--- config.mk ---
export PLATFORM = sky130hd
export DESIGN_NAME = uop_scheduler
export DESIGN_NICKNAME = d
export VERILOG_FILES = /design/src/rtl/uop_scheduler.sv
export SDC_FILE = /design/constraint.sdc
export NUM_CORES = 1
export LEC_CHECK = 0
export ABC_AREA = 0
export BUFFER_PORTS_ARGS = -buffer_cell sky130_fd_sc_hd__buf_2
export CORE_ASPECT_RATIO = 0.6
export CORE_UTILIZATION = 32
export DETAILED_ROUTE_END_ITERATION = 8
export GPL_TIMING_DRIVEN = 0
export SYNTH_ARGS = -nofsm -noshare
export SYNTH_HDL_FRONTEND = slang
export SYNTH_SLANG_ARGS = --single-unit
--- constraint.sdc ---
create_clock -name clk -period 2.4 [get_ports clk]
set_clock_uncertainty 0.2 [all_clocks]
set_input_delay 0.24 -clock clk [delete_from_list [all_inputs] [get_ports clk]]
set_output_delay 0.24 -clock clk [all_outputs]
set_load 0.02 [all_outputs]
--- src/rtl/uop_scheduler.sv ---
`default_nettype none
// ============================================================================
// Module      : uop_scheduler
// Description : Execution-side issue stage behind the reservation station.
//               It takes one 20-bit uop per issue and checks its registers
//               against an 8-entry busy scoreboard. It then sends the uop to
//               the single-cycle ALU (ack in the same cycle) or to the memory
//               port (ack after the memory handshake). Loads return their data
//               to the station through rs_mem_data / rs_mem_wr.
//
// Uop fields  : [19:12] ALU op/flag mask (opaque, passed through)
//               [11:8]  dest register (bit 3 set = no register dest)
//               [7:6]   mem op: 00 none, 01 load, 10 store, 11 none
//               [5:3]   src A        [2:0] src B
//
// Ports       : clk, a_rst (async, active-low)
//               rs_uop/rs_data        -> uop and operand from the station
//               rs_sched_ack          <- uop consumed this cycle
//               rs_mem_data/rs_mem_wr <- load result and its 1-cycle strobe
//               alu_valid/alu_uop     <- ALU issue strobe and uop
//               alu_wb_valid/dest     -> ALU write-back, clears busy bit
//               rd_sel/rd_data        <> register read of store data
//               mem_req/we/addr/wdata <- memory request, held until mem_ack
//               mem_ack/mem_rdata     -> memory completion and read data
//               mem_err               <- sticky memory timeout flag
//               stall_count           <- saturating stall cycle counter
//
// Config      : `define UOP_SCHED_STALL_CNT_EN enables stall_count.
//               Without the define, stall_count is tied to zero.
// Revision    : 1.0  initial release
// ============================================================================
module uop_scheduler #(
    parameter logic [19:0] NOP_UOP     = 20'h00F00,
    parameter int          NREGS       = 8,
    parameter int          MEM_TIMEOUT = 255
) (
    input  logic        clk,
    input  logic        a_rst,
    input  logic [19:0] rs_uop,
    input  logic [15:0] rs_data,
    output logic        rs_sched_ack,
    output logic [15:0] rs_mem_data,
    output logic        rs_mem_wr,
    output logic        alu_valid,
    output logic [19:0] alu_uop,
    input  logic        alu_wb_valid,
    input  logic [2:0]  alu_wb_dest,
    output logic [2:0]  rd_sel,
    input  logic [15:0] rd_data,
    output logic        mem_req,
    output logic        mem_we,
    output logic [15:0] mem_addr,
    output logic [15:0] mem_wdata,
    input  logic        mem_ack,
    input  logic [15:0] mem_rdata,
    output logic        mem_err,
    output logic [15:0] stall_count
);

    localparam logic [1:0] ST_ISSUE    = 2'd0;
    localparam logic [1:0] ST_MEM_WAIT = 2'd1;
    localparam logic [1:0] ST_MEM_DONE = 2'd2;

    // The timer counts 0 .. MEM_TIMEOUT-1. The last value is the final wait cycle.
    localparam int              c_TMO_W    = (MEM_TIMEOUT > 1) ? $clog2(MEM_TIMEOUT) : 1;
    localparam bit              c_TMO_EN   = (MEM_TIMEOUT != 0);
    localparam logic [c_TMO_W-1:0] c_TMO_LAST =
        c_TMO_W'((MEM_TIMEOUT > 0) ? (MEM_TIMEOUT - 1) : 0);

    // ------------------------------------------------------------------
    // Uop decode
    // ------------------------------------------------------------------
    logic [3:0] w_dest;
    logic [2:0] w_src_a;
    logic [2:0] w_src_b;
    logic       w_is_nop;
    logic       w_is_load;
    logic       w_is_store;

    assign w_dest     = rs_uop[11:8];
    assign w_src_a    = rs_uop[5:3];
    assign w_src_b    = rs_uop[2:0];
    assign w_is_nop   = (rs_uop == NOP_UOP);
    assign w_is_load  = (rs_uop[7:6] == 2'b01);
    assign w_is_store = (rs_uop[7:6] == 2'b10);

    // ------------------------------------------------------------------
    // State
    // ------------------------------------------------------------------
    logic [1:0]         state_q,       state_d;
    logic [NREGS-1:0]   busy_q,        busy_d;
    logic               mem_req_q,     mem_req_d;
    logic               mem_we_q,      mem_we_d;
    logic [15:0]        mem_addr_q,    mem_addr_d;
    logic [15:0]        mem_wdata_q,   mem_wdata_d;
    logic               is_load_q,     is_load_d;
    logic [15:0]        rs_mem_data_q, rs_mem_data_d;
    logic               rs_mem_wr_q,   rs_mem_wr_d;
    logic               mem_err_q,     mem_err_d;
    logic [c_TMO_W-1:0] timer_q,       timer_d;

    // A write-back in this cycle releases its register at once. This lets a
    // dependent uop issue in the same cycle as the producer's write-back.
    logic [NREGS-1:0] w_wb_mask;
    logic [NREGS-1:0] w_busy_eff;
    logic             w_hazard;
    logic             w_alu_valid;
    logic             w_ack;

    assign w_wb_mask  = alu_wb_valid ? (NREGS'(1) << alu_wb_dest) : '0;
    assign w_busy_eff = busy_q & ~w_wb_mask;
    assign w_hazard   = w_busy_eff[w_src_a] | w_busy_eff[w_src_b] |
                        (~w_dest[3] & w_busy_eff[w_dest[2:0]]);

    always_comb begin
        state_d       = state_q;
        busy_d        = w_busy_eff;   // clearing a non-busy bit is a no-op
        mem_req_d     = mem_req_q;
        mem_we_d      = mem_we_q;
        mem_addr_d    = mem_addr_q;
        mem_wdata_d   = mem_wdata_q;
        is_load_d     = is_load_q;
        rs_mem_data_d = rs_mem_data_q;
        rs_mem_wr_d   = 1'b0;
        mem_err_d     = mem_err_q;
        timer_d       = timer_q;
        w_alu_valid   = 1'b0;
        w_ack         = 1'b0;

        case (state_q)
            ST_ISSUE: begin
                // The reset check keeps the combinational strobes quiet
                // while reset is held, even though the uop input is live.
                if (a_rst) begin
                    if (w_is_nop) begin
                        w_ack = 1'b1;
                    end else if (!w_hazard) begin
                        if (w_is_load || w_is_store) begin
                            mem_req_d   = 1'b1;
                            mem_we_d    = w_is_store;
                            mem_addr_d  = rs_data;
                            mem_wdata_d = rd_data;
                            is_load_d   = w_is_load;
                            timer_d     = '0;
                            state_d     = ST_MEM_WAIT;
                        end else begin
                            w_alu_valid = 1'b1;
                            w_ack       = 1'b1;
                            // This set comes after the write-back clear, so a
                            // set and a clear of one register leave it busy.
                            if (!w_dest[3]) begin
                                busy_d[w_dest[2:0]] = 1'b1;
                            end
                        end
                    end
                end
            end

            ST_MEM_WAIT: begin
                if (mem_ack) begin
                    mem_req_d = 1'b0;
                    state_d   = ST_MEM_DONE;
                    if (is_load_q) begin
                        rs_mem_data_d = mem_rdata;
                        rs_mem_wr_d   = 1'b1;
                    end
                end else if (c_TMO_EN && (timer_q == c_TMO_LAST)) begin
                    // Abandon the request. The uop is still acked so the
                    // station does not deadlock; no load data is returned.
                    mem_req_d = 1'b0;
                    mem_err_d = 1'b1;
                    w_ack     = 1'b1;
                    state_d   = ST_ISSUE;
                end else begin
                    timer_d = timer_q + 1'b1;
                end
            end

            ST_MEM_DONE: begin
                w_ack   = 1'b1;
                state_d = ST_ISSUE;
            end

            default: begin
                state_d = ST_ISSUE;
            end
        endcase
    end

    always_ff @(posedge clk or negedge a_rst) begin
        if (!a_rst) begin
            state_q       <= ST_ISSUE;
            busy_q        <= '0;
            mem_req_q     <= 1'b0;
            mem_we_q      <= 1'b0;
            mem_addr_q    <= 16'd0;
            mem_wdata_q   <= 16'd0;
            is_load_q     <= 1'b0;
            rs_mem_data_q <= 16'd0;
            rs_mem_wr_q   <= 1'b0;
            mem_err_q     <= 1'b0;
            timer_q       <= '0;
        end else begin
            state_q       <= state_d;
            busy_q        <= busy_d;
            mem_req_q     <= mem_req_d;
            mem_we_q      <= mem_we_d;
            mem_addr_q    <= mem_addr_d;
            mem_wdata_q   <= mem_wdata_d;
            is_load_q     <= is_load_d;
            rs_mem_data_q <= rs_mem_data_d;
            rs_mem_wr_q   <= rs_mem_wr_d;
            mem_err_q     <= mem_err_d;
            timer_q       <= timer_d;
        end
    end

    // ------------------------------------------------------------------
    // Stall counter (optional)
    // ------------------------------------------------------------------
`ifdef UOP_SCHED_STALL_CNT_EN
    logic        w_stall_inc;
    logic [15:0] stall_cnt_q, stall_cnt_d;

    assign w_stall_inc = (state_q == ST_MEM_WAIT) ||
                         ((state_q == ST_ISSUE) && a_rst && !w_is_nop && w_hazard);

    always_comb begin
        stall_cnt_d = stall_cnt_q;
        if (w_stall_inc && (stall_cnt_q != 16'hFFFF)) begin
            stall_cnt_d = stall_cnt_q + 16'd1;
        end
    end

    always_ff @(posedge clk or negedge a_rst) begin
        if (!a_rst) begin
            stall_cnt_q <= 16'd0;
        end else begin
            stall_cnt_q <= stall_cnt_d;
        end
    end

    assign stall_count = stall_cnt_q;
`else
    assign stall_count = 16'd0;
`endif

    // ------------------------------------------------------------------
    // Outputs
    // ------------------------------------------------------------------
    assign rs_sched_ack = w_ack;
    assign rs_mem_data  = rs_mem_data_q;
    assign rs_mem_wr    = rs_mem_wr_q;
    assign alu_valid    = w_alu_valid;
    assign alu_uop      = w_alu_valid ? rs_uop : 20'd0;
    assign rd_sel       = a_rst ? w_src_a : 3'd0;
    assign mem_req      = mem_req_q;
    assign mem_we       = mem_we_q;
    assign mem_addr     = mem_addr_q;
    assign mem_wdata    = mem_wdata_q;
    assign mem_err      = mem_err_q;

endmodule
`default_nettype wire

; ---- Yosys cells after proc, flatten, opt, wreduce, memory -nomap -nowiden
; Cells that the tools add are included.
[totals]
reg_bits = 71
inputBits = 75
output_inout_bits = 93
word_cells = 101
[classes]
add_sub_neg = 1
n_lt_le_gt_ge = 4
n_eq_ne = 13
shifts = 1
n_mux = 51
bitwise_logic = 10
reduce_logical = 10
[op_table]
columns = cell, count
row1 = $mux W8, 13
row2 = $mux W1, 22
row3 = $eq A20 B12 Y1 const B, 1
row4 = $mux W20, 1
row5 = $pmux W8 S2, 1
row6 = $lt A3 B4 Y1 const B, 3
row7 = $mux W2, 6
row8 = $ne A2 B2 Y1 const B, 6
row9 = $reduce_and A5 Y1, 2
row10 = $bmux W1 S3, 3
row11 = $add A8 B1 Y8 const B, 1
row12 = $and A8 B8 Y8, 1
row13 = $eq A8 B8 Y1 const B, 1
row14 = $not A8 Y8, 1
row15 = $or A8 B8 Y8, 1
row16 = $shl A1 B3 Y8 const A, 1
row17 = $reduce_and A7 Y1, 1
row18 = $reduce_and A3 Y1, 2
row19 = $reduce_and A6 Y1, 1
row20 = $eq A2 B1 Y1 const B, 2
row21 = $eq A2 B2 Y1 const B, 2
row22 = $not A1 Y1, 4
row23 = $pmux W2 S2, 1
row24 = $demux W1 S3, 1
row25 = 11 further kinds, 12

; ---- Longest topological paths before layout
; Gate-level depths: netlist of the first run.
[logic_depth]
ltp_word = 13
mapped_depth = 9
mapped_depth_nobuf = 9

; ---- Worst setup path after synthesis of the first run
; OpenSTA, ideal clock, no wires.
[synth_path]
kind = input to output
startpoint = in alu_wb_dest[1]
endpoint = out alu_uop[10]
arrival_time_ps = 2312
required_time_ps = 1960
setup_slack_ps = -352
path_stages = 9
path_buffers = 1
path_cell_list = or4b_1 > a211oi_1 > a311oi_1 > o22ai_2 > and4bb_4 > nand3_1 > inv_2 > clkbuf_1 > and2_1
[synth_between]
elab_chain_cells = 13
word_cells_on_any_way = 18
classes_between = shift: 1 / mux: 12 / bitwise: 5
[synth_rtl]
columns = item, line
row1 = start: declaration, 47  ; input logic [2:0] alu_wb_dest,
row2 = $shl A1 B3 Y8 (*), 110  ; assign w_wb_mask = alu_wb_valid ? (NREGS'(1) << alu_wb_dest) : '0;
row3 = $mux W8 (*), 110
row4 = $not A8 Y8 (*), 111  ; assign w_busy_eff = busy_q & ~w_wb_mask;
row5 = $and A8 B8 Y8 (*), 111
row6 = "$bmux W1 S3, on equally long branches", "112, 113"
row7 = "$mux W1, on equally long branches", "112, 113"
row8 = $or A1 B1 Y1 or $and A1 B1 Y1 (tied branches), "112, 113"
row9 = $or A1 B1 Y1 (*), 112  ; assign w_hazard = w_busy_eff[w_src_a] | w_busy_eff[w_src_b] |
row10 = $mux W1 (*), 137  ; end else if (!w_hazard) begin
row11 = $mux W1 (*), 135  ; if (w_is_nop) begin
row12 = $mux W1 (*), 134  ; if (a_rst) begin
row13 = $mux W1 (*), 130  ; case (state_q)
row14 = named net alu_valid, 44  ; output logic alu_valid,
row15 = $mux W20 (*), 255  ; assign alu_uop = w_alu_valid ? rs_uop : 20'd0;
row16 = end: declaration, 45  ; output logic [19:0] alu_uop,
; Mark *: on every way through the listed nets, which the timed path passes. The rest lies on a longest branch. The select of a mux whose other input is x is not followed.

; ---- Final worst setup path of the first run
[layout_path]
startpoint = in rs_uop[4]
endpoint = out alu_uop[0]
[layout_between]
elab_chain_cells = 9
word_cells_on_any_way = 10
classes_between = eq/ne: 1 / mux: 7 / bitwise: 2
[layout_rtl]
columns = item, line
row1 = start: declaration, 39  ; input logic [19:0] rs_uop,
row2 = $bmux W1 S3, 112
row3 = $mux W1 (not written as such), 112
row4 = $or A1 B1 Y1 (2 in series), 112
row5 = $mux W1, 137
row6 = $mux W1 (*), 135
row7 = $mux W1 (*), 134
row8 = $mux W1 (*), 130
row9 = $mux W20 (*), 255
; Every way passes the cells marked *; elsewhere a longest branch is shown, timed or not. The select of a mux whose other input is x is not followed.

==> results.md, run 1 <==
* Nets at 684
* Worst Setup End Kind: output port
* HP Class: primary input to flop
* Via count at 3492
* DP HPWL at 7130 um
* Clock sink count at 71
* Antenna Violating Nets Remaining at 0
* Synth Register Bits at 71
* Yosys top cell area share at 49.0%
* Initial antenna violation count at 0
* Req. time, crit path at 1.96 ns
* Row count at 29
* Max rail drop VDD at 0.000488 V
* Failing checks: setup timing
* I/O pin cnt at 168
* Max-cap check violation count at 0
* CP bufs+invs at 5
* RePlAce Congestion at 0.916
* EDFF count, synth at 0
* Worst path slowest cell: clkbuf_1
* Setup CP Type: primary input to output port
* Total CTS buffers at 9
* Slew HR at 65.1%
* Deepest clock path buffer count at 2
* Starting Density at 33.6%
* Largest net degree at the start of global routing at 47
* N_diodes at 0
* Clock-pin slew on the worst setup and hold paths at 0.05 ns
* Synth Instances at 354
* Startpoint Class: primary input
* FMAX at 386 MHz
* Worst-Margin Slew at 0.523 ns
* Die height at 84.5 um
* Fin crit share at 108%
* Final Max Slew Viols at 0
* Critical path arrival at 2.15 ns
* Top cell family by delay on the critical path: simple AND/OR/NAND/NOR gates
* Multi-input logic area at 0.00179 mm2
* FF/Latch Area at 0.00178 mm2
* Synthesis Warnings at 0
* Clk root buf: clkbuf_16
* RSZ-0062 raised after global routing: true
* Synthesized area per cell at 10.2 um2
* Most frequent cells in the layout: 123 x buf_2, 69 x dfrtp_1, 62 x nand2_1
* Cells along the critical path: buf_2 -> clkbuf_1 -> nand3_1 -> o2111a_1 -> nor4_4 -> and4bb_4 -> nand3_4 -> inv_4 -> buf_6 -> and2_4 -> buf_6
* Slowest stage delay, CP at 0.41 ns
* Placed Cells at 658
* Pwr Density at 899 mW/mm2
* Worst-path maximum fanout at 10
* Count of cell types in the netlist at 49
* Initial drt markers at 190
* H-tree levels at 3
* Worst-Skew Late Latency at 0.33 ns
* Final Instance Count excl. Fillers at 748
* Vias in the first global route at 3318
* Leak Pwr at 3.00 nW
* Core ar. at 0.0108 mm2
* Hold Fails Final Rpt at 0
* Final setup fails at 57
* Die Area at 0.0118 mm2
* Fill count at 925
* Vias per cell at 4.67
* Commonest non-fill, non-tap cell in the layout: buf_2
* Synth top area cells: dfrtp_1 49%, mux2_1 11%, nand2_1 6.8%
* Outcome: finished with violations
* Port Buf Inserts at 149
* Sequential share of the synthesized area at 49.0%
* CP most frequent cell: buf_6
* Setup total negative slack at -8.06 ns
* Die width at 139 um
* Total Power at 5.42 mW
* Post-layout min period at 2.59 ns
* Global-route wire length before repair at 16900 um
* Layout cells sized above 1 at 41.4%
* Worst Slack Setup Final at -0.191 ns
* Final wirelength at 10300 um
* Biggest area consumer among synthesized cells: dfrtp_1
* CTS tree: done
* Synth-to-Final Area Change at 66.2%
* Top_reg_cell synth: dfrtp_1
* Netlist Area Pre-Place at 0.00363 mm2
* Share of async-settable or async-resettable flops after synthesis at 100%
* # DRC at 0
* DR WL/cell at 13.8 um
* Router iterations before antenna repair at 5
* Total track usage at 18.3%
* Gr ovfl total at 0
logic make-up after synthesis:
kind of cell,after synthesis,share of synthesized area (%)
other,1,0.103
flip-flops,71,49.0
AO/OA/AOI/OAI,43,8.49
multiplexers,37,11.4
buffers and inverters,41,6.83
AND/OR/NAND/NOR,156,22.4
adder cells (fa/ha/maj),5,1.73
worst reg2reg max path, cell delays in order, from the launching register on:
cell and delay, ns:
dfrtp_1 0.39, nand2_2 0.09, o211a_1 0.23, nor4_4 0.29
and4bb_4 0.26, buf_4 0.17, and3_4 0.16, buf_12 0.14
or4_4 0.50, nand2_1 0.08
state kept, by name, summed over array words and instances (netlist names):
register / cells
is_load_q: 1
rs_mem_wr: 1
timer_q: 8
busy_q: 8
mem_addr: 16
mem_we: 1
state_q: 2
rs_mem_data: 16
mem_err: 1
mem_wdata: 16
mem_req: 1
stage by stage:
stage               hold WS, ns  area, um2  util (%)  worst slack [ns]
floorplan                -0.256       3740         -           -0.0780
global placement          0.230       4660      43.2            -0.844
detailed placement      -0.0143       4690      43.5            -0.505
CTS                      0.0123       5900      54.7            -0.235
global route             0.0188       6030      55.9            -0.255
finish                   0.0366       6030      55.9            -0.191
area by class of cell:
cell class                 count  area share (%)
multi-input combinational    257            29.7
sequential                    71            29.5
timing repair buffer         226            28.5
buffer                        28            4.32
clock buffer                  12            3.92
tap                          139            2.89
inverter                      11           0.727
clock inverter                 4           0.374
worst paths after layout:
check | from | to | slack (ns) | depth (start not counted)
worst max-delay path | rs_uop[4] | alu_uop[0] | -0.19 | 11
min in group asynchronous | a_rst | mem_err$_DFFE_PN0P_ | 0.05 | 6
worst min register to register | mem_err$_DFFE_PN0P_ | mem_err$_DFFE_PN0P_ | 0.27 | 1
max in group asynchronous | a_rst | mem_addr[12]$_DFFE_PN0P_ | 1.25 | 7
worst min-delay path | rs_uop[9] | busy_q[4]$_DFF_PN0_ | 0.04 | 2
worst max register to register | busy_q[0]$_DFF_PN0_ | timer_q[6]$_DFFE_PN0P_ | -0.16 | 9
synthesized netlist by cell type (all sizes together), types with 2 or more instances:
cell / number
a311oi: 3
o2111a: 3
o211ai: 2
nor3b: 2
buf: 22
nand2: 66
or4: 5
and3: 6
and2: 18
nand4: 7
mux2: 35
ha: 5
nand2b: 5
dfrtp: 71
o21ai: 12
o31ai: 4
nand4b: 5
clkbuf: 8
nor4: 3
mux2i: 2
a211oi: 2
nand4bb: 3
nor2: 14
a21oi: 7
nor2b: 4
inv: 10
nand3: 13
where the power goes:
| part | switching, mW | total [mW] | internal (mW) |
|---|---|---|---|
| clock | 0.467 | 1.16 | 0.694 |
| sequential | 0.272 | 1.95 | 1.67 |
| combinational | 1.33 | 2.31 | 0.982 |
per-layer routing:
layer  GRT usage [%]  share of wire, %  up-vias
met5               0                 0        -
met4            5.35               1.0        0
met3            4.62               6.8       13
met2            28.7                45      135
met1            24.9                47     1621
li1                -                 -     1723
repair_timing:
item	4_1_cts	5_1_grt
hold buffers	56	0
gates cloned	1	1
endpoints found under the setup margin	55	73
endpoints found under the hold margin	77	0
gates resized for setup	72	23
pin swaps	17	9
setup buffers	11	7
Note: power is estimated with default switching activity, not from simulation.
==> run 2, diff against run 1 <==
clock period = 2.6 ns   (was 2.4 ns; I/O delays follow)
==> run 2 against run 1 <==
- design area is 1.1% higher
- worst setup slack better by 0.054 ns
- die area did not move
- non-clock buffer count fell by 10
- highest routed layer unchanged
- flip-flop and latch count unchanged
- cell count shrank 1.3%
- sequential share of layout area decreased by 0.36 points
- combinational power is 3% higher
- register-to-register slack improved by 0.14 ns
- clock-buffer cell count did not move
- the flow still finishes with violations (setup timing)
==> results.md, run 2 (synthesized netlist as in run 1, its figures left out) <==
* DP HPWL at 7440 um
* Pwr Density at 896 mW/mm2
* Initial drt markers at 214
* Flop2flop setup slack at -0.02 ns
* Via count at 3542
* Die Area at 0.0118 mm2
* Initial antenna violation count at 0
* Layout cells sized above 1 at 46.1%
* CP endpoint: alu_uop[10]
* Fin crit share at 105%
* Cells along the critical path: nand2_2 -> o2111a_1 -> nor4_4 -> and4bb_4 -> nand3_4 -> inv_6 -> buf_8 -> and2_2 -> buf_6
* Slowest stage delay, CP at 0.36 ns
* Worst Slack Setup Final at -0.137 ns
* Critical path arrival at 2.28 ns
* Worst-Skew Late Latency at 0.32 ns
* Reg2reg end: timer_q[6]$_DFFE_PN0P_
* Failing checks: setup timing
* Final setup fails at 23
* Post-layout min period at 2.74 ns
* HP Class: primary input to flop
* Reg2reg start: busy_q[5]$_DFF_PN0_
* Port Buf Inserts at 149
* Final wirelength at 11500 um
* # DRC at 0
* Reg2Reg Depth at 9
* Max rail drop VDD at 0.000533 V
* Final Max Slew Viols at 0
* Total track usage at 19.3%
* Commonest non-fill, non-tap cell in the layout: buf_2
* Worst path slowest cell: dfrtp_1
* Final core utilization at 56.5%
* Antenna Violating Nets Remaining at 0
* Req. time, crit path at 2.14 ns
* Global-route wire length before repair at 17800 um
* Clk root buf: clkbuf_16
* Row count at 29
* Total CTS buffers at 9
* Top cell family by delay on the critical path: simple AND/OR/NAND/NOR gates
* Final Instance Count excl. Fillers at 738
* Router iterations before antenna repair at 5
* Starting Density at 33.6%
* FMAX at 365 MHz
* Most frequent cells in the layout: 122 x buf_2, 71 x dfrtp_1, 62 x nand2_1
* Cell count along the critical path at 9
* Die width at 139 um
* Core ar. at 0.0108 mm2
* CP bufs+invs at 3
* Largest net degree at the start of global routing at 40
* Clock-pin slew on the worst setup and hold paths at 0.05 ns
* Setup CP Type: flop to output port
* Clock sink count at 71
* I/O pin cnt at 168
* Vias per cell at 4.80
* Placed Cells at 658
* Nets at 674
* H-tree levels at 3
* Max-cap check violation count at 0
* Hold Fails Final Rpt at 0
* RePlAce Congestion at 0.920
* Die height at 84.5 um
* Final Cell Area at 0.00609 mm2
* DR WL/cell at 15.6 um
* Startpoint Class: flop
* Outcome: finished with violations
* CTS tree: done
* Vias in the first global route at 3524
* N_diodes at 0
* Synth-to-Final Area Change at 68.0%
* Worst Setup End Kind: output port
* Worst-path maximum fanout at 6
* Deepest clock path buffer count at 2
* Gr ovfl total at 0
* Placed cell areas at 0.00464 mm2
* Worst setup path start: busy_q[5]$_DFF_PN0_
* Leak Pwr at 3.03 nW
* RSZ-0062 raised after global routing: true
[run 2: repair_timing]
action | 4_1_cts | 5_1_grt
gates resized for setup | 74 | 68
hold endpoints to repair | 80 | 0
buffers inserted | 9 | 5
gates cloned | 1 | 1
hold buffers | 50 | 0
setup endpoints to repair | 54 | 70
pin swaps | 21 | 12
[run 2: final cells by class]
cell class                 count  area (um2)
sequential                    71        1780
clock buffer                  12         256
inverter                      11        50.0
timing repair buffer         215        1580
multi-input combinational    257        1930
fill                         917        4680
buffer                        29         270
tap                          139         174
clock inverter                 4        53.8
[run 2: worst min path at each step]
stage | depth (start not counted) | endpoint | startpoint
2_1_floorplan | 0 | busy_q[0]$_DFF_PN0_ | a_rst
3_3_place_gp | 1 | mem_err$_DFFE_PN0P_ | mem_err$_DFFE_PN0P_
3_5_place_dp | 1 | mem_err$_DFFE_PN0P_ | a_rst
4_1_cts | 2 | busy_q[4]$_DFF_PN0_ | rs_uop[8]
5_1_grt | 2 | busy_q[4]$_DFF_PN0_ | rs_uop[8]
6_report | 2 | busy_q[4]$_DFF_PN0_ | rs_uop[8]
[run 2: where the power goes]
part | switching, mW | internal [mW] | total (mW)
Combinational | 1.30 | 1.09 | 2.38
Sequential | 0.271 | 1.55 | 1.82
Clock | 0.459 | 0.797 | 1.26
Total | 2.03 | 3.43 | 5.46
[run 2: through the flow]
step / hold slack [ns] / setup TNS [ns] / setup slack [ns] / total power, mW
6_report: 0.0230 / -1.97 / -0.137 / 5.46
5_1_grt: 0.0189 / -4.67 / -0.213 / 5.77
4_1_cts: 0.00286 / -0.826 / -0.114 / 5.15
3_5_place_dp: 0.0635 / -22.80 / -0.477 / 3.67
3_3_place_gp: 0.244 / -38.92 / -0.722 / 3.62
2_1_floorplan: -0.236 / 0 / 0.00351 / 2.95
[run 2: per-layer routing]
layer | part of all wire (%) | wire (um) | GRT usage (%)
met5 | 0 | 0 | 0
met4 | 0.44 | 51 | 4.14
met3 | 6.9 | 795 | 5.48
met2 | 46 | 5300 | 30.7
met1 | 47 | 5360 | 26.1
==> run 3, diff against run 2 <==
==> constraint.sdc (replaced) <==
create_clock -name clk -period 2.6 [get_ports clk]
set_clock_uncertainty 0.2 [all_clocks]
set_input_delay 0.52 -clock clk [delete_from_list [all_inputs] [get_ports clk]]
set_output_delay 0.52 -clock clk [all_outputs]
set_load 0.02 [all_outputs]
==> run 3 against run 2 <==
- the run ends with hold timing, setup timing left
- flip-flop and latch count did not move
- utilization is 0.80 points lower
- highest routed layer unchanged
- sequential share of layout area rose by 0.42 points
- largest power group unchanged
- clock-buffer cell count shrank 1
- worst hold slack worse by 0.029 ns
==> results.md, run 3 (synthesized netlist as in run 1, its figures left out) <==
* Most frequent cells in the layout: 122 x buf_2, 71 x dfrtp_1, 59 x nand2_1
* Row count at 29
* N_diodes at 0
* Worst Setup End Kind: output port
* Pwr Density at 945 mW/mm2
* Via count at 3449
* Vias per cell at 4.89
* Port Buf Inserts at 149
* Top layer in use: met4
* Setup CP Type: primary input to output port
* DR WL/cell at 15.1 um
* Layout cells sized above 1 at 55.0%
* WL met2 at 4680 um
* Largest net degree at the start of global routing at 76
* Leak Pwr at 3.00 nW
* Final Instance Count excl. Fillers at 706
* Router iterations before antenna repair at 4
* Total CTS buffers at 9
* Final wirelength at 10700 um
* I/O pin cnt at 168
* Hold Fails Final Rpt at 7
* Fill count at 929
* FF/Latch Area at 0.00178 mm2
* Initial antenna violation count at 0
* Multi-input logic area at 0.00207 mm2
* Routed wl met3 at 897 um
* Failing checks: hold timing, setup timing
* Gr ovfl total at 0
* Final setup fails at 65
* Initial drt markers at 166
* Max rail drop VDD at 0.000485 V
* Clock-pin slew on the worst setup and hold paths at 0.06 ns
* Total track usage at 18.3%
* Setup total negative slack at -32.10 ns
* Deepest clock path buffer count at 2
* FMAX at 312 MHz
* Outcome: finished with violations
* RePlAce Congestion at 0.910
* # DRC at 0
* Placed cell areas at 0.00474 mm2
* Final Max Slew Viols at 0
* Clk root buf: clkbuf_16
* Die Area at 0.0118 mm2
* DP HPWL at 7050 um
* Startpoint Class: primary input
* Req. time, crit path at 1.88 ns
* H-tree levels at 3
* Starting Density at 33.6%
* Final core utilization at 55.7%
* HP Class: primary input to async pin
* Worst-path maximum fanout at 5
* Fin crit share at 123%
* Core ar. at 0.0108 mm2
* Die width at 139 um
* Critical path arrival at 2.49 ns
* RSZ-0062 raised after global routing: true
* Worst Slack Setup Final at -0.610 ns
* Nets at 642
* Vias in the first global route at 3428
* Synth-to-Final Area Change at 65.6%
* Metal1 wirelength at 5010 um
* Clock sink count at 71
* Max-cap check violation count at 0
* Antenna Violating Nets Remaining at 0
* Global-route wire length before repair at 17100 um
* Commonest non-fill, non-tap cell in the layout: buf_2
* CTS tree: done
* Worst-Skew Late Latency at 0.33 ns
* Post-layout min period at 3.21 ns
* Final Cell Area at 0.00601 mm2
* Hold slack at -0.00605 ns
* Die height at 84.5 um
* Placed Cells at 658
[run 3: area by class of cell]
cell class	count	share of cell area, %
Multi-Input combinational cell	257	34.4
Sequential cell	71	29.6
Timing Repair Buffer	183	22.5
Buffer	29	4.29
Clock buffer	11	4.21
Tap cell	139	2.90
Clock inverter	5	1.33
Inverter	11	0.771
[run 3: worst paths after layout]
path	startpoint	to	slack (ns)	depth (start not counted)
max	alu_wb_dest[1]	alu_uop[10]	-0.61	11
min	a_rst	mem_req$_DFFE_PN0P_	-0.006	2
max reg2reg	busy_q[1]$_DFF_PN0_	mem_wdata[6]$_DFFE_PN0P_	-0.32	13
min reg2reg	mem_err$_DFFE_PN0P_	mem_err$_DFFE_PN0P_	0.27	1
max in group asynchronous	a_rst	rs_mem_data[1]$_DFFE_PN0P_	1.73	2
min in group clk	mem_rdata[11]	rs_mem_data[11]$_DFFE_PN0P_	0.18	3
[run 3: what timing repair did]
| item | CTS | global route |
|---|---|---|
| pin swaps | 12 | 7 |
| cloned | 5 | 0 |
| setup buffers | 24 | 6 |
| endpoints found under the setup margin | 61 | 68 |
| gates resized for setup | 103 | 68 |
| hold endpoints to repair | 2 | 0 |
| hold buffers | 1 | 0 |
[run 3: stage by stage]
step                power [mW]  hold slack (ns)  setup slack, ns
finish                    5.67         -0.00605           -0.610
global route              6.00           0.0304           -0.675
CTS                       5.44           0.0196           -0.579
detailed placement        3.69            0.125           -0.797
global placement          3.64            0.252           -0.905
floorplan                 2.98           0.0244           -0.322
[run 3: per-layer routing]
| layer | track usage, % | vias up |
|---|---|---|
| met5 | 0 | - |
| met4 | 4.04 | 0 |
| met3 | 6.73 | 11 |
| met2 | 27.6 | 141 |
| met1 | 24.9 | 1662 |
| li1 | - | 1635 |
[run 3: power breakdown]
| part | switching (mW) | internal (mW) | total [mW] |
|---|---|---|---|
| sequential | 0.266 | 1.55 | 1.81 |
| combinational | 1.32 | 1.19 | 2.51 |
| clock | 0.459 | 0.890 | 1.35 |
[run 3: critical path, stage by stage]
cell and delay, ns:
buf_8 0.10, or4b_4 0.55, a211oi_2 0.23, a311oi_2 0.08, o22ai_2 0.13, and4bb_4 0.29
nand3_4 0.12, inv_6 0.11, buf_8 0.12, and2_4 0.14, buf_6 0.11
